$ cat src/rtl/branch_predictor.sv
// -----------------------------------------------------------------------------
// branch_predictor
//   Gshare conditional-branch predictor. The fetch PC is hashed with a global
//   history register (GHR) to index a table of 2-bit saturating counters. Each
//   predicted branch is held in a small in-flight FIFO until it resolves, in
//   program order. When a branch resolves, the PHT is trained. On a
//   mispredict, the history is repaired and the wrong-path entries are
//   flushed.
//
// Handshake semantics:
//   lookup_fire  = lookup_valid & lookup_enable. An entry is pushed only on
//                  lookup_fire. lookup_valid without lookup_enable is a
//                  stalled fetch and has no effect.
//   resolve_fire = resolve_valid & queue not empty. It always refers to the
//                  oldest entry. resolve_valid on an empty queue is ignored.
//
// Ports:
//   clk, reset_n          clock, asynchronous active-low reset
//   pc                    fetch PC being looked up
//   lookup_valid/enable   conditional branch present / fetch not stalled
//   prediction            combinational taken prediction for pc
//   resolve_valid/taken   oldest branch resolved / its actual direction
//   mispredict            combinational, resolved direction != stored guess
//   queue_full            FIFO holds QDEPTH entries
//   overflow              sticky: push attempted while full without a pop
//   resolved_count        number of resolved branches (wraps)
//   mispredict_count      number of mispredictions (wraps)
//   dbg_ghr               current global history register
//   dbg_occupancy         current FIFO occupancy
//
// GHR_BITS must be >= 2 and <= PHT_BITS.
// -----------------------------------------------------------------------------
module branch_predictor #(
    parameter int PHT_BITS = 8,
    parameter int GHR_BITS = 8,
    parameter int QDEPTH   = 4
) (
    input  logic                        clk,
    input  logic                        reset_n,
    input  logic [31:0]                 pc,
    input  logic                        lookup_valid,
    input  logic                        lookup_enable,
    output logic                        prediction,
    input  logic                        resolve_valid,
    input  logic                        resolve_taken,
    output logic                        mispredict,
    output logic                        queue_full,
    output logic                        overflow,
    output logic [31:0]                 resolved_count,
    output logic [31:0]                 mispredict_count,
    output logic [GHR_BITS-1:0]         dbg_ghr,
    output logic [$clog2(QDEPTH+1)-1:0] dbg_occupancy
);

    localparam int PHT_N = 1 << PHT_BITS;
    localparam int PTR_W = (QDEPTH > 1) ? $clog2(QDEPTH) : 1;
    localparam int CNT_W = $clog2(QDEPTH + 1);

    logic [1:0]          pht_q [PHT_N];
    logic [GHR_BITS-1:0] ghr_q, ghr_d;

    // FIFO storage. The contents need no reset because occupancy gates them.
    logic [PHT_BITS-1:0] q_idx_q  [QDEPTH];
    logic                q_pred_q [QDEPTH];
    logic [GHR_BITS-1:0] q_ghr_q  [QDEPTH];

    logic [PTR_W-1:0] rd_ptr_q, rd_ptr_d, wr_ptr_q, wr_ptr_d;
    logic [CNT_W-1:0] count_q, count_d;
    logic             overflow_q, overflow_d;
    logic [31:0]      resolved_q, resolved_d, misp_cnt_q, misp_cnt_d;

    logic [PHT_BITS-1:0] ghr_ext, lookup_idx, head_idx;
    logic                head_pred;
    logic [GHR_BITS-1:0] head_ghr;
    logic                q_empty, q_full, lookup_fire, resolve_fire, push;
    logic [1:0]          pht_upd;
    logic                unused_pc;

    assign unused_pc = ^{pc[31:PHT_BITS+1], pc[0]};

    function automatic logic [PTR_W-1:0] ptr_inc(input logic [PTR_W-1:0] p);
        return (p == PTR_W'(QDEPTH - 1)) ? '0 : p + 1'b1;
    endfunction

    // The history is XORed into the low bits of the PC-derived index.
    always_comb begin
        ghr_ext = '0;
        ghr_ext[GHR_BITS-1:0] = ghr_q;
    end

    assign lookup_idx   = pc[PHT_BITS:1] ^ ghr_ext;
    assign prediction   = pht_q[lookup_idx][1];

    assign head_idx     = q_idx_q[rd_ptr_q];
    assign head_pred    = q_pred_q[rd_ptr_q];
    assign head_ghr     = q_ghr_q[rd_ptr_q];

    assign q_empty      = (count_q == '0);
    assign q_full       = (count_q == CNT_W'(QDEPTH));
    assign lookup_fire  = lookup_valid & lookup_enable;
    assign resolve_fire = resolve_valid & ~q_empty;
    assign mispredict   = resolve_fire & (resolve_taken != head_pred);

    // A lookup on the wrong path (same cycle as a mispredict) is dropped.
    // A full queue still accepts a push when the head pops in the same cycle.
    assign push = lookup_fire & ~mispredict & (~q_full | resolve_fire);

    always_comb begin
        pht_upd = pht_q[head_idx];
        if (resolve_taken) begin
            if (pht_upd != 2'b11) pht_upd = pht_upd + 2'b01;
        end else begin
            if (pht_upd != 2'b00) pht_upd = pht_upd - 2'b01;
        end
    end

    always_comb begin
        ghr_d      = ghr_q;
        rd_ptr_d   = rd_ptr_q;
        wr_ptr_d   = wr_ptr_q;
        count_d    = count_q;
        resolved_d = resolved_q;
        misp_cnt_d = misp_cnt_q;
        overflow_d = overflow_q | (lookup_fire & q_full & ~resolve_fire);

        if (resolve_fire) begin
            resolved_d = resolved_q + 32'd1;
        end

        if (mispredict) begin
            // Rebuild the history the branch should have produced and flush
            // every younger (wrong-path) entry.
            misp_cnt_d = misp_cnt_q + 32'd1;
            ghr_d      = {head_ghr[GHR_BITS-2:0], resolve_taken};
            rd_ptr_d   = '0;
            wr_ptr_d   = '0;
            count_d    = '0;
        end else begin
            if (resolve_fire) rd_ptr_d = ptr_inc(rd_ptr_q);
            if (push) begin
                wr_ptr_d = ptr_inc(wr_ptr_q);
                ghr_d    = {ghr_q[GHR_BITS-2:0], prediction};
            end
            if (push && !resolve_fire)      count_d = count_q + 1'b1;
            else if (!push && resolve_fire) count_d = count_q - 1'b1;
        end
    end

    always_ff @(posedge clk or negedge reset_n) begin
        if (!reset_n) begin
            for (int i = 0; i < PHT_N; i++) pht_q[i] <= 2'b01;
        end else if (resolve_fire) begin
            pht_q[head_idx] <= pht_upd;
        end
    end

    always_ff @(posedge clk or negedge reset_n) begin
        if (!reset_n) begin
            ghr_q      <= '0;
            rd_ptr_q   <= '0;
            wr_ptr_q   <= '0;
            count_q    <= '0;
            overflow_q <= 1'b0;
            resolved_q <= '0;
            misp_cnt_q <= '0;
        end else begin
            ghr_q      <= ghr_d;
            rd_ptr_q   <= rd_ptr_d;
            wr_ptr_q   <= wr_ptr_d;
            count_q    <= count_d;
            overflow_q <= overflow_d;
            resolved_q <= resolved_d;
            misp_cnt_q <= misp_cnt_d;
        end
    end

    // The entry records the history before this branch shifts it in.
    always_ff @(posedge clk) begin
        if (push) begin
            q_idx_q[wr_ptr_q]  <= lookup_idx;
            q_pred_q[wr_ptr_q] <= prediction;
            q_ghr_q[wr_ptr_q]  <= ghr_q;
        end
    end

    assign queue_full       = q_full;
    assign overflow         = overflow_q;
    assign resolved_count   = resolved_q;
    assign mispredict_count = misp_cnt_q;
    assign dbg_ghr          = ghr_q;
    assign dbg_occupancy    = count_q;

endmodule

$ cat config.mk
export PLATFORM = sky130hd
export DESIGN_NAME = branch_predictor
export DESIGN_NICKNAME = d
export VERILOG_FILES = /design/src/rtl/branch_predictor.sv
export SDC_FILE = /design/constraint.sdc
export NUM_CORES = 2
export LEC_CHECK = 0
export CORE_ASPECT_RATIO = 1.4
export CORE_MARGIN = 2
export CORE_UTILIZATION = 29
export CTS_CLUSTER_SIZE = 8
export DETAILED_ROUTE_END_ITERATION = 12
export PLACE_DENSITY = 0.47
export SLEW_MARGIN = 0
export SYNTH_ARGS = -nofsm -noshare
export SYNTH_HDL_FRONTEND = slang
export SYNTH_SLANG_ARGS = --single-unit
$ cat constraint.sdc
create_clock -name clk -period 4.4 [get_ports clk]
set_input_delay 0.44 -clock clk [delete_from_list [all_inputs] [get_ports clk]]
set_output_delay 0.44 -clock clk [all_outputs]
set_load 0.02 [all_outputs]
* Word-level counts from Yosys, hierarchy flattened
Memory sizes are Yosys's and may differ from the RTL's.
Cells that the tools add are included.
** Cells by class
- Shift-type cells :: 0
- Magnitude comparators :: 3
- Bitwise operators :: 16
- Multiply operators :: 0
- Equality and inequality tests :: 5
- Add/sub/neg operators :: 8
- Muxes and demuxes :: 25
- Reduce and logical (&&, ||, !) cells :: 10
- Div/mod/pow operators :: 0
** Operators by type and width (number)
- bitwise mux 512 bit :: 1
- adder 32 x 1 -> 32 bit, second input constant :: 2
- binary-select mux 2 bit (select 8 bit) :: 2
- 2-to-1 mux 2 bit :: 14
- >= comparator 9 bit, second input constant :: 2
- inverter 8 -> 9 bit :: 2
- demux 2 bit (select 8 bit) :: 1
- 2-to-1 mux 8 bit :: 2
- < comparator 9 x 1 -> 1 bit, second input constant :: 1
- 2-to-1 mux 3 bit :: 3
- bitwise XOR 8 bit :: 1
- AND 1 bit :: 7
- adder 2 x 1 -> 2 bit, second input constant :: 3
- nonzero test 2 bit :: 3
- equality test 2 bit, second input constant :: 2
- inverter 1 bit :: 4
- adder 3 x 1 -> 3 bit, second input constant :: 1
- equality test 3 bit, second input constant :: 1
- logical AND 1 bit :: 3
- zero test 3 bit :: 1
- nonzero test 3 bit :: 1
- subtractor 3 x 1 -> 3 bit, second input constant :: 1
- zero test 1 bit :: 2
- 2-to-1 mux 1 bit :: 2
- other kinds (4) :: 5
** Word-level totals
- Input bits :: 38
- Bits in latches :: 0
- Memory bits (writable) :: 68
- Logic and storage cells :: 333
- Output and inout port bits :: 79
- Register bits after elaboration :: 592
- Memory bits (read-only) :: 0
- Memories :: 3
** Memories
- q_ghr_q :: depth 4, width 8, rd ports 1, clocked after Yosys merged registers in 0, wr ports 1, RTL line 65 : logic [GHR_BITS-1:0] q_ghr_q [QDEPTH];
- q_idx_q :: depth 4, width 8, rd ports 1, clocked after Yosys merged registers in 0, wr ports 1, RTL line 63 : logic [PHT_BITS-1:0] q_idx_q [QDEPTH];
- q_pred_q :: depth 4, width 1, rd ports 1, clocked after Yosys merged registers in 0, wr ports 1, RTL line 64 : logic q_pred_q [QDEPTH];

* Depth between registers and ports, before layout
- Depth after elaboration :: 12
- Depth in mapped cells :: 17
- Depth with buffers taken out :: 10

* Worst setup path after synthesis
No wires, ideal clock.
- Kind :: register to register
- Start :: register ghr_q[0], in the netlist dbg_ghr[0]
- End :: register ghr_q[0], in the netlist dbg_ghr[0]
- Path slack :: 0.156 ns
- Arrival time :: 4.116 ns
- Path buffers :: 3
- Cell stages (with the launch flop) :: 12
- Path through :: dfrtp_1 -> xor2_1 -> buf_1 -> buf_2 -> buf_2 -> mux4_2 -> mux4_2 -> mux4_2 -> mux2i_1 -> a21oi_1 -> a222oi_1 -> inv_1
** On the way
- Cells in the longest elaborated chain, start to end :: 7
** RTL lines
- start, declared :: RTL line 60 : logic [GHR_BITS-1:0] ghr_q, ghr_d;
- start signal, assigned :: RTL line 167 : ghr_q <= ghr_d;
- bitwise XOR 8 bit :: RTL line 91 : assign lookup_idx = pc[PHT_BITS:1] ^ ghr_ext;
- net lookup_idx[0] :: RTL line 72 : logic [PHT_BITS-1:0] ghr_ext, lookup_idx, head_idx;
- inverter 8 -> 9 bit (implied by the code) :: RTL line 92 : assign prediction = pht_q[lookup_idx][1];
- binary-select mux 2 bit (select 8 bit) :: RTL line 92
- 2-to-1 mux 2 bit (implied by the code) (2 in series) :: RTL line 92
- net prediction :: RTL line 43 : output logic prediction,
- 2-to-1 mux 8 bit :: RTL line 140 : if (push) begin
- 2-to-1 mux 8 bit :: RTL line 130 : if (mispredict) begin
The timed path passes the listed nets, and every way through them passes these cells. The select of a mux whose other input is x is not followed.
A chain may end at the register's enable or synchronous reset.

* Worst setup path in the final report
- Start :: register rd_ptr_q[0]
- End :: register pht_q[416] (netlist name)
** On the way
- Cells in the longest elaborated chain, start to end :: 9
- Elaborated cells between the ends (all ways) :: 18
- Those cells by class :: add/sub (2); order compare (2); eq/ne (1); mux (9); bitwise (1); reduce/logical (2); memory (1)
** RTL lines
- start, declared :: RTL line 67 : logic [PTR_W-1:0] rd_ptr_q, rd_ptr_d, wr_ptr_q, wr_ptr_d;
- start signal, assigned :: RTL line 168 : rd_ptr_q <= rd_ptr_d;
- memory read (4 x 8 bit) *
- inverter 8 -> 9 bit (implied by the code) * :: RTL line 109, 153
- binary-select mux 2 bit (select 8 bit) :: RTL line 109 : pht_upd = pht_q[head_idx];
- 2-to-1 mux 2 bit (implied by the code) (2 in series) :: RTL line 109
- subtractor 2 x 1 -> 2 bit (tied with other cells) :: RTL line 113 : if (pht_upd != 2'b00) pht_upd = pht_upd - 2'b01;
- 2-to-1 mux 2 bit, on equally long branches :: RTL line 113, 111
- 2-to-1 mux 2 bit :: RTL line 110 : if (resolve_taken) begin
- bitwise mux 512 bit * :: RTL line 153 : pht_q[head_idx] <= pht_upd;
- end signal, assigned by index :: RTL line 153
- end, declared :: RTL line 59 : logic [1:0] pht_q [PHT_N];
Every way passes the cells marked *; elsewhere a longest branch is shown, timed or not. The select of a mux whose other input is x is not followed.

==> impl.org <==
** Logic synthesis
- Mapped Avg Cell Area :: ~11 um^2
- The most used flip-flop cell after synthesis is sky130_fd_sc_hd__dfrtp_1.
- Fraction of registers with async set or reset after synthesis :: 90.2%
- Share of cell area taken by muxes after synthesis :: 16.1%
- Leading cell types by total area after synthesis :: sky130_fd_sc_hd__dfrtp_1 26%, sky130_fd_sc_hd__dfstp_2 21%, sky130_fd_sc_hd__nand2_1 11%, sky130_fd_sc_hd__mux4_2 11%, sky130_fd_sc_hd__o21ai_1 7.1%
- By area, the combinational part of the netlist is dominated by multiplexers.
- Xor/xnor cell area share of the yosys netlist :: roughly 2%
- Netlist cell types :: 67
- The top cell type by area accounts for between 20% and 30% of the synthesized area.
- Number of flops mapped to enable cells by yosys :: 64
- Simple-gate area share of the yosys netlist :: around 14%
- Register area share after synthesis :: about 53%
- Synthesis warning total :: 0
- Compound-gate portion of the synthesized area :: between 10% and 20%
- Post-Syn Nets :: roughly 3,100
- Gate Count Post-Synth :: around 3,000
- Library cell with the largest summed area after synthesis :: sky130_fd_sc_hd__dfrtp_1
- Of the total synthesized cell area, the portion taken by full adders, half adders and majority gates is less than 1%.
- Area of the mapped netlist :: ~0.032 mm^2
- Counting flops and latches in the post-synthesis netlist gives around 660.

** Setup path
- By instance count, the cell type seen most on the critical path is sky130_fd_sc_hd__buf_12.
- Startpoint class of the critical path :: flip-flop
- The number of cells on the worst reg-to-reg path is 15.
- STA puts the critical path data required time at around 5 ns.
- Crit. End Element :: flip-flop
- On the critical path, the stage with the largest delay is an instance of sky130_fd_sc_hd__mux4_4.
- On the worst path, the slowest cell contributes a delay of 0.75 ns.
- The startpoint identified for the worst register-to-register timing path is rd_ptr_q[0]$_DFFE_PN0P_.
- Walking the worst path, the cells encountered are buf_12 -> mux4_4 -> buf_6 -> buf_12 -> buf_4 -> mux4_2 -> a2111oi_0 -> buf_4 -> a2111o_1 -> or4b_4 -> buf_6 -> maj3_4 -> buf_12 -> buf_12 -> o21ai_2.
- Worst reg2reg setup slack :: -0.06 ns
- Biggest fanout along the worst timing path :: 25
- Startpoint-to-endpoint class of the critical path :: flip-flop to flip-flop
- STA puts the critical path data arrival time at 5.06 ns.
- The worst register-to-register path ends at pht_q[416]$_DFFE_PN1P_.

** Floorplanning
- The die covers 0.114 mm^2.
- In this run the vertical extent of the chip is ~400 um.
- For this design the top-level I/O count stands at roughly 120.
- The die is about 290 um wide.
- For this configuration, the core starts out at a cell density of between 20% and 30%.
- Core area :: roughly 0.11 mm^2
- After floorplanning, the core was divided into 145 placement rows.

** Timing
- On the final layout, the worst clock skew is around 0.022 ns.
- For the pin with the worst max-slew slack, the measured transition is around 1.3 ns.
- TNS Setup :: -2.72 ns
- The count of endpoints failing hold in the final timing report was 0.
- Slew headroom :: around 15%
- Setup violations remaining at the end of the flow were counted as 155.
- The tightest hold path in the finished design has a slack of 0.343 ns.
- After layout, the worst path uses 101% of the clock period.
- Unrepaired setup endpoints after global routing :: true
- Count of pins over their slew limit :: 0
- PnR worst setup slack :: -0.0561 ns
- After layout, the minimum clock period comes to 4.46 ns.
- For this run, the top clock speed supported by timing is around 0.22 GHz.

** Clock tree
- H-tree level count :: 3
- Worst-skew pair later-pin latency :: ~0.70 ns
- TritonCTS built the clock tree.
- Root Buffer Master :: sky130_fd_sc_hd__clkbuf_16
- Clock buffer count from CTS :: 92
- After clock tree synthesis, the clock-pin slew on the worst setup and hold paths is 0.05 ns.
- Number of sinks on the clock net :: about 660
- The clock passes through at most 3 buffers.

** Status
- Violations in the final reports :: negative setup slack
- The run finished, with violations left.

** Pwr
- Static Leakage :: between 15 and 20 nW
- Maximum ir drop on the vdd rail :: ~0.00074 V
- Power per Cell Area :: ~860 mW/mm^2

** Finish
- Fill cells in the final layout number approximately 11,000.
- Once layout is complete, the utilization of the core stands at around 37%.
- In the final layout, the share of cells above drive strength 1 is around 29%.
- Once layout is complete, the cells apart from fillers number between 4,000 and 5,000.
- In the layout the commonest cells are 909 x sky130_fd_sc_hd__nand2_1, 366 x sky130_fd_sc_hd__o21ai_1, 334 x sky130_fd_sc_hd__dfrtp_1.
- The number of antenna diodes in the final layout is 0.
- The finished cells cover between 0.04 and 0.05 mm^2.
- Layout overhead on the synthesized area :: 26.3%
- The library cell used most frequently in the layout, excluding fill and tap cells, is sky130_fd_sc_hd__nand2_1.
- At the end of the flow, the number of nets in the layout was about 3,400.

** Drt
- Detailed-route wire length :: approximately 110 mm
- The first TritonRoute pass finished after 5 iterations.
- Vias per Instance :: a little over 5
- Number of violations reported at the end of detailed-routing iteration 0 :: about 1,700
- Across all layers, the routed design uses around 25,000 vias.
- Post-DR wirelength/cell :: about 23 um
- Post-route DRC :: 0
- Detail Route Antenna Nets :: 0

** Flow run
- Number of max-cap violations :: 0

** Min path
- Classification of the worst-slack hold path :: primary input to async pin

** GRT
- Summed over all layers, the global routing overflow is 0.
- Via count of the first global-routing pass :: around 25,000
- Entering global routing, the biggest net connects roughly 120 pins.
- The first global-routing pass estimated 168 mm of wire.
- Global routing used about a fifth of the available tracks across all layers.
- Antenna violations before repair :: 1

** Placement
- Once detailed placement completed, the half-perimeter wirelength came to 75.8 mm.
- Summing all placed instances gives a cell area of ~0.036 mm^2.
- Including well taps, the total number of placed cells is between 4,000 and 5,000.
- RD Place Congestion :: approximately 0.85
- Port-buffer cells :: between 90 and 100
-- synth_stat cells, types with 20 or more instances --
cell / number
sky130_fd_sc_hd__a21oi_1: 25
sky130_fd_sc_hd__buf_2: 47
sky130_fd_sc_hd__buf_4: 20
sky130_fd_sc_hd__buf_6: 35
sky130_fd_sc_hd__clkbuf_1: 58
sky130_fd_sc_hd__dfrtp_1: 336
sky130_fd_sc_hd__dfstp_2: 256
sky130_fd_sc_hd__edfxtp_1: 64
sky130_fd_sc_hd__inv_1: 23
sky130_fd_sc_hd__mux2i_1: 173
sky130_fd_sc_hd__mux4_2: 151
sky130_fd_sc_hd__nand2_1: 909
sky130_fd_sc_hd__nand3_1: 40
sky130_fd_sc_hd__nor2_1: 77
sky130_fd_sc_hd__nor3_1: 20
sky130_fd_sc_hd__o21ai_0: 40
sky130_fd_sc_hd__o21ai_1: 460
sky130_fd_sc_hd__o21ai_2: 20
sky130_fd_sc_hd__xnor2_1: 42
sky130_fd_sc_hd__xor2_1: 30
-- sequential cells by signal, summed over array words and instances, names as in the netlist --
name	cells
q_pred_q	4
q_idx_q	32
mispredict_count	32
overflow	1
dbg_occupancy	3
wr_ptr_q	2
resolved_count	32
rd_ptr_q	2
dbg_ghr	8
pht_q	512
q_ghr_q	28
-- worst max path at each step --
stage | start | slack (ns) | depth (start not counted) | end
6_report | rd_ptr_q[0]$_DFFE_PN0P_ | -0.06 | 15 | pht_q[416]$_DFFE_PN1P_
3_3_place_gp | pc[1] | -0.62 | 11 | prediction
2_1_floorplan | dbg_ghr[0]$_DFFE_PN0P_ | 0.16 | 11 | dbg_ghr[0]$_DFFE_PN0P_
5_1_grt | rd_ptr_q[0]$_DFFE_PN0P_ | -0.13 | 15 | pht_q[416]$_DFFE_PN1P_
4_1_cts | dbg_ghr[0]$_DFFE_PN0P_ | -0.09 | 11 | prediction
3_5_place_dp | pc[1] | -0.57 | 11 | prediction
-- area by class of cell --
cell class	count	area, um^2	share of cell area [%]
well taps	1470	1840	4.50
clock buffers	159	2560	6.27
repair buffers	363	4270	10.5
clock inverters	8	114	0.278
inverters	25	93.8	0.230
multi-input cells	2195	14900	36.5
flip-flops and latches	656	17100	41.7
-- power by group --
part | internal [mW] | leakage (nW) | switching, mW
clock network | 3.94 | 1.27 | 2.82
registers | 8.76 | 7.83 | 1.41
logic | 7.68 | 7.00 | 10.4
-- cell families (layout without fill, tap and decap cells) --
family,Yosys count,count (layout)
buffers and inverters,201,555
multiplexers,330,330
XOR/XNOR,72,72
AO/OA/AOI/OAI,646,646
flip-flops,656,656
AND/OR/NAND/NOR,1134,1134
adder cells (fa/ha/maj),10,13
-- metal layers --
layer  vias up  share of wire, %  GRT usage, %
met4         0               5.6          10.7
met3       239               4.2          2.88
met1     12500                40          23.5
met2       711                51          34.2
met5         -                 0             0
li1      11400                 -             -
-- repair_timing --
action / 4_1_cts / 5_1_grt
endpoints found under the hold margin: 37 / 0
pin swaps: 17 / 13
setup endpoints to repair: 499 / 510
setup buffers: 18 / 8
resized for setup: 88 / 151
cloned: 13 / 17
hold buffers: 1 / 0
-- through the flow --
stage	setup slack, ns	power, mW
after floorplan	0.156	18.5
after CTS	-0.0935	33.2
after global routing	-0.133	36.7
after global placement	-0.616	24.2
final	-0.0561	35.0
after detailed placement	-0.570	24.3
-- critical path, delay by kind of cell (launching register included) --
| kind | cells | cell delay (ns) |
|---|---|---|
| buffers and inverters | 8 | 1.31 |
| multiplexers | 2 | 1.06 |
| AO/OA/AOI/OAI | 3 | 0.68 |
| AND/OR/NAND/NOR | 1 | 0.52 |
| flip-flops | 1 | 0.41 |
| adder cells (fa/ha/maj) | 1 | 0.35 |
No activity file was read; power rests on OpenSTA's default activity.
